File: config.mk
export PLATFORM = sky130hd
export DESIGN_NAME = pass_sequencer
export DESIGN_NICKNAME = d
export VERILOG_FILES = /design/src/rtl/pass_sequencer.sv
export SDC_FILE = /design/constraint.sdc
export NUM_CORES = 1
export LEC_CHECK = 0
export CAP_MARGIN = 20
export CORE_UTILIZATION = 50
export DETAILED_ROUTE_END_ITERATION = 8
export GPL_TIMING_DRIVEN = 1
export PLACE_DENSITY = 0.83
export REMOVE_ABC_BUFFERS = 1
export SLEW_MARGIN = 15
export SYNTH_ARGS = -nofsm -noshare
export SYNTH_HDL_FRONTEND = slang
export SYNTH_SLANG_ARGS = --single-unit
File: constraint.sdc
create_clock -name clk_i -period 3.9 [get_ports clk_i]
set_clock_uncertainty 0.2 [all_clocks]
set_input_delay 0.78 -clock clk_i [delete_from_list [all_inputs] [get_ports clk_i]]
set_output_delay 0.78 -clock clk_i [all_outputs]
set_load 0.03 [all_outputs]
File: src/rtl/pass_sequencer.sv
// pass_sequencer: steps the datapath through up to NUM_PASSES ordered passes.
// Each pass ends on end_check_i or aborts on a per-pass cycle timeout.
// Passes are separated by a one-cycle all-zero gap. ERR is sticky until clear_i.
module pass_sequencer #(
    parameter int NUM_PASSES = 3,
    parameter int CNT_W      = 8,
    parameter int IDX_W      = 2
) (
    input  logic                  clk_i,
    input  logic                  rst_i,
    input  logic                  en_i,
    input  logic                  init_i,
    input  logic                  clear_i,
    input  logic                  end_check_i,
    input  logic [IDX_W-1:0]      last_pass_i,
    input  logic [CNT_W-1:0]      pass_len_i,
    output logic [NUM_PASSES-1:0] pass_o,
    output logic [IDX_W-1:0]      pass_idx_o,
    output logic [CNT_W-1:0]      cycle_cnt_o,
    output logic                  busy_o,
    output logic                  done_o,
    output logic                  err_o,
    output logic [2:0]            curr_state_o
);

    typedef enum logic [2:0] {
        IDLE = 3'b000,
        RUN  = 3'b001,
        GAP  = 3'b010,
        DONE = 3'b011,
        ERR  = 3'b100
    } state_t;

    localparam logic [IDX_W-1:0] LAST_MAX = IDX_W'(NUM_PASSES - 1);
    localparam logic [CNT_W-1:0] CNT_MAX  = '1;

    // Held as plain bits so codes outside the enum can exist and be recovered.
    logic [2:0]       state;
    logic [IDX_W-1:0] last_pass;
    logic             timeout;

    assign curr_state_o = state;
    assign timeout      = (pass_len_i != '0) && (cycle_cnt_o == pass_len_i - CNT_W'(1));

    // Sequencer FSM; all outputs are registered alongside the state.
    always_ff @(posedge clk_i or negedge rst_i) begin
        if (!rst_i) begin
            state       <= IDLE;
            last_pass   <= '0;
            pass_o      <= '0;
            pass_idx_o  <= '0;
            cycle_cnt_o <= '0;
            busy_o      <= 1'b0;
            done_o      <= 1'b0;
            err_o       <= 1'b0;
        end else if (en_i) begin
            if (clear_i) begin
                state       <= IDLE;
                pass_o      <= '0;
                pass_idx_o  <= '0;
                cycle_cnt_o <= '0;
                busy_o      <= 1'b0;
                done_o      <= 1'b0;
                err_o       <= 1'b0;
            end else begin
                case (state)
                    IDLE, DONE: begin
                        // Start or restart at pass 0; final index clamped to the last real pass.
                        if (init_i) begin
                            state       <= RUN;
                            last_pass   <= (last_pass_i > LAST_MAX) ? LAST_MAX : last_pass_i;
                            pass_o      <= NUM_PASSES'(1);
                            pass_idx_o  <= '0;
                            cycle_cnt_o <= '0;
                            busy_o      <= 1'b1;
                            done_o      <= 1'b0;
                        end
                    end
                    RUN: begin
                        if (end_check_i) begin
                            pass_o <= '0;
                            if (pass_idx_o == last_pass) begin
                                state  <= DONE;
                                busy_o <= 1'b0;
                                done_o <= 1'b1;
                            end else begin
                                state <= GAP;
                            end
                        end else if (timeout) begin
                            // Index and count stay frozen for debug.
                            state  <= ERR;
                            pass_o <= '0;
                            busy_o <= 1'b0;
                            err_o  <= 1'b1;
                        end else if (cycle_cnt_o != CNT_MAX) begin
                            cycle_cnt_o <= cycle_cnt_o + CNT_W'(1);
                        end
                    end
                    GAP: begin
                        state       <= RUN;
                        pass_idx_o  <= pass_idx_o + IDX_W'(1);
                        pass_o      <= NUM_PASSES'(1) << (pass_idx_o + IDX_W'(1));
                        cycle_cnt_o <= '0;
                    end
                    ERR: begin
                        state <= ERR;
                    end
                    default: begin
                        state       <= IDLE;
                        pass_o      <= '0;
                        pass_idx_o  <= '0;
                        cycle_cnt_o <= '0;
                        busy_o      <= 1'b0;
                        done_o      <= 1'b0;
                        err_o       <= 1'b0;
                    end
                endcase
            end
        end
    end

endmodule

==> flow_summary_export.csv <==
group,metric,value,unit
finish,drive_gt1_frac,0.0762,
clock_network,postCtsSetupRepairBufs,0,
die,die_w,57.0,um
clock_network,root_buffer,"clkbuf_4",
sta,finalCriticalPeriod,3.45,ns
sta,clock.fmax,290,MHz
die,fp.coreArea,2810,sq um
worst_setup_path,worst-setup-path-type,"in -> reg",
worst_hold_path,hold_start,"pass_o[1]",
grt,grt_pass1_vias,1498,
pwr,total_leakage_power,0.839,nW
status,outcome,"finished, violations left",
sta,finalSetupTns,0,ns
placed_design,post-place-ws,0.124,ns
clock_network,cts_resized,0,
worst_setup_path,endpoint_kind,"flop",
clock_network,cts_hold_buf,0,
flow_run,cap_violations,0,
synthesis,synth_top_area_frac,0.347,
finish,fillerInstances,220,
placed_design,portBuffers,34,
synthesis,yosysTopAreaCell,"dfrtp_1",
sta,rsz0062_at_grt,"false",
grt,grt.busiest_layer,"met2",
sta,drv_slew,0,
die,dieArea,3250,sq um
clock_network,cts_buffers,3,
worst_setup_path,critical_path_arrival,3.48,ns
detailed_routing,via_per_inst,6.07,
finish,area_growth,26.8,%
die,initial_core_util,0.540,
worst_setup_path,r2r_cells,7,
placed_design,dp_hpwl,2890,um
synthesis,syn_area_per_cell,8.75,sq um
clock_network,tritoncts,"yes",
worst_setup_path,cp.required,3.93,ns
synthesis,ys_seq_area_frac,0.347,
grt,grt_pass1_wl,6470,um
detailed_routing,post-route-drc-count,6,
grt,grt_usage,0.253,
finish,layout_common_cells,"clkdlybuf4s50_1, dfrtp_1, nand2_1",
sta,relSlewSlack,0.381,
sta,finalCritPeriodShare,0.885,
finish,layout_commonest_cell,"clkdlybuf4s50_1",
worst_setup_path,r2r_setup_slack,1.25,ns
synthesis,ys_seq_elements,21,
grt,grt_antenna_before_repair,0,
finish,antennaDiodeCount,0,
pwr,vdd_drop_max,0.000279,V
die,die_y,57.0,um
detailed_routing,vias,1462,
die,num_rows,19,
grt,use_met2,0.449,
synthesis,synth_area_leaders,"dfrtp_1, ha_1, nand2_1",
worst_hold_path,hp-class,"reg -> reg",
clock_network,htreeDepth,1,
grt,grt_max_degree,22,
grt,met1_usage,0.315,
worst_setup_path,rr_startpoint,"cycle_cnt_o[2]",
grt,met3_usage,0.0340,
clock_network,clk_pin_slew_worst_paths,0.10,ns
finish,nNetsFinal,233,
status,failed_checks,"DRC",
sta,worstMarginPinSlew,0.926,ns
synthesis,synthesis.area,1510,sq um
synthesis,synth-async-reset-ratio,1.00,
clock_network,cts.sinks,21,
detailed_routing,antenna_left,0,
pwr,power.density,313,nW/um^2
detailed_routing,dr.pass1.iters,6,
clock_network,cts_buffer_depth,2,
clock_network,clock_latency,0.31,ns
worst_hold_path,hold_depth,1,
detailed_routing,wire_per_inst,15.4,um
sta,setup_viol,0,
grt,grt-ovfl-total,0,
sta,final_hold_viol_count,0,
placed_design,gp_congestion,0.895,
worst_hold_path,whs_endpoint,"pass_o[1]",
worst_setup_path,startpoint_type,"primary input",
detailed_routing,drtIter0Drc,95,
synthesis,ys_warn_count,0,
detailed_routing,wirelength,3720,um
worst_setup_path,crit_path_max_fanout,10,
synthesis,synthDistinctLibCells,47,
worst_setup_path,r2r_end,"curr_state_o[0]",
synthesis,netlist_instances,173,
sta,fin_ws,0.447,ns
synthesis,synth_flop_cell,"dfrtp_1",
die,ios,35,
synthesis,synth_edf_count,0,
==> critical path: stages <==
cell and delay [ns]:
clkdlybuf4s50_1 0.48, or4_4 0.52, or3_4 0.35, nor4bb_1 0.17, o311a_1 0.49, or4_1 0.53
a21oi_1 0.16
==> how the worst max path moves through the flow <==
stage,from,end,slack [ns],cells after the start
2_1_floorplan,pass_len_i[2],cycle_cnt_o[3],0.74,6
4_1_cts,pass_len_i[0],curr_state_o[0],0.45,10
3_5_place_dp,pass_len_i[0],curr_state_o[0],0.12,10
6_report,pass_len_i[4],cycle_cnt_o[3],0.45,7
3_3_place_gp,pass_len_i[0],curr_state_o[0],0.20,10
5_1_grt,pass_len_i[0],curr_state_o[0],0.31,10
==> registers in the layout, indices dropped and copies added (netlist names) <==
name and cells:
pass_idx_o 2, done_o 1, busy_o 1, curr_state_o 3
last_pass 2, pass_o 3, cycle_cnt_o 8, err_o 1
==> synthesized netlist by cell type (all sizes together), types with 3 or more instances <==
cell / count
nor2: 12
nand3: 6
or4: 3
nor3: 8
nand2: 16
mux2: 3
nand2b: 9
inv: 10
a21oi: 8
clkbuf: 3
nor2b: 4
dfrtp: 21
o21ai: 6
ha: 6
or3: 4
xnor2: 4
a21o: 4
o31ai: 3
xor2: 6
mux2i: 3
==> through the flow <==
| step | utilization | area [sq um] | power, mW | cells | hold slack, ns |
|---|---|---|---|---|---|
| 2_1_floorplan | - | 1490 | 0.407 | 169 | 0.284 |
| 3_3_place_gp | 0.675 | 1890 | 0.491 | 237 | 0.268 |
| 3_5_place_dp | 0.675 | 1890 | 0.500 | 237 | 0.277 |
| 4_1_cts | 0.684 | 1920 | 0.605 | 241 | 0.307 |
| 5_1_grt | 0.684 | 1920 | 0.637 | 241 | 0.325 |
| 6_report | 0.684 | 1920 | 0.601 | 241 | 0.303 |
==> cell type report <==
class,count,area [sq um],share of cell area
Tap cell,31,38.8,0.0202
Sequential cell,21,526,0.274
Clock buffer,4,26.3,0.0137
Inverter,10,37.5,0.0196
Multi-Input combinational cell,138,928,0.484
Timing Repair Buffer,37,363,0.189
==> power by group <==
group / switching, mW / leakage, nW / total [mW] / internal [mW]
registers: 0.0285 / 0.285 / 0.273 / 0.244
clock network: 0.0642 / 0.0150 / 0.104 / 0.0399
logic: 0.127 / 0.539 / 0.225 / 0.0977
==> routing by layer <==
metal  routed length [um]  part of all wire
met5                    0                 0
met4                   58             0.016
met3                  132             0.035
met1                 1620              0.44
met2                 1910              0.51
==> cells by family after synthesis <==
family | count (synthesis) | share of synthesized area
compound gates | 39 | 0.177
xor+xnor | 10 | 0.0578
simple gates | 77 | 0.287
fa+ha+maj | 6 | 0.0496
mux | 6 | 0.0421
flops | 21 | 0.347
buf+inv | 14 | 0.0397
No activity file was read; power rests on OpenSTA's default activity.
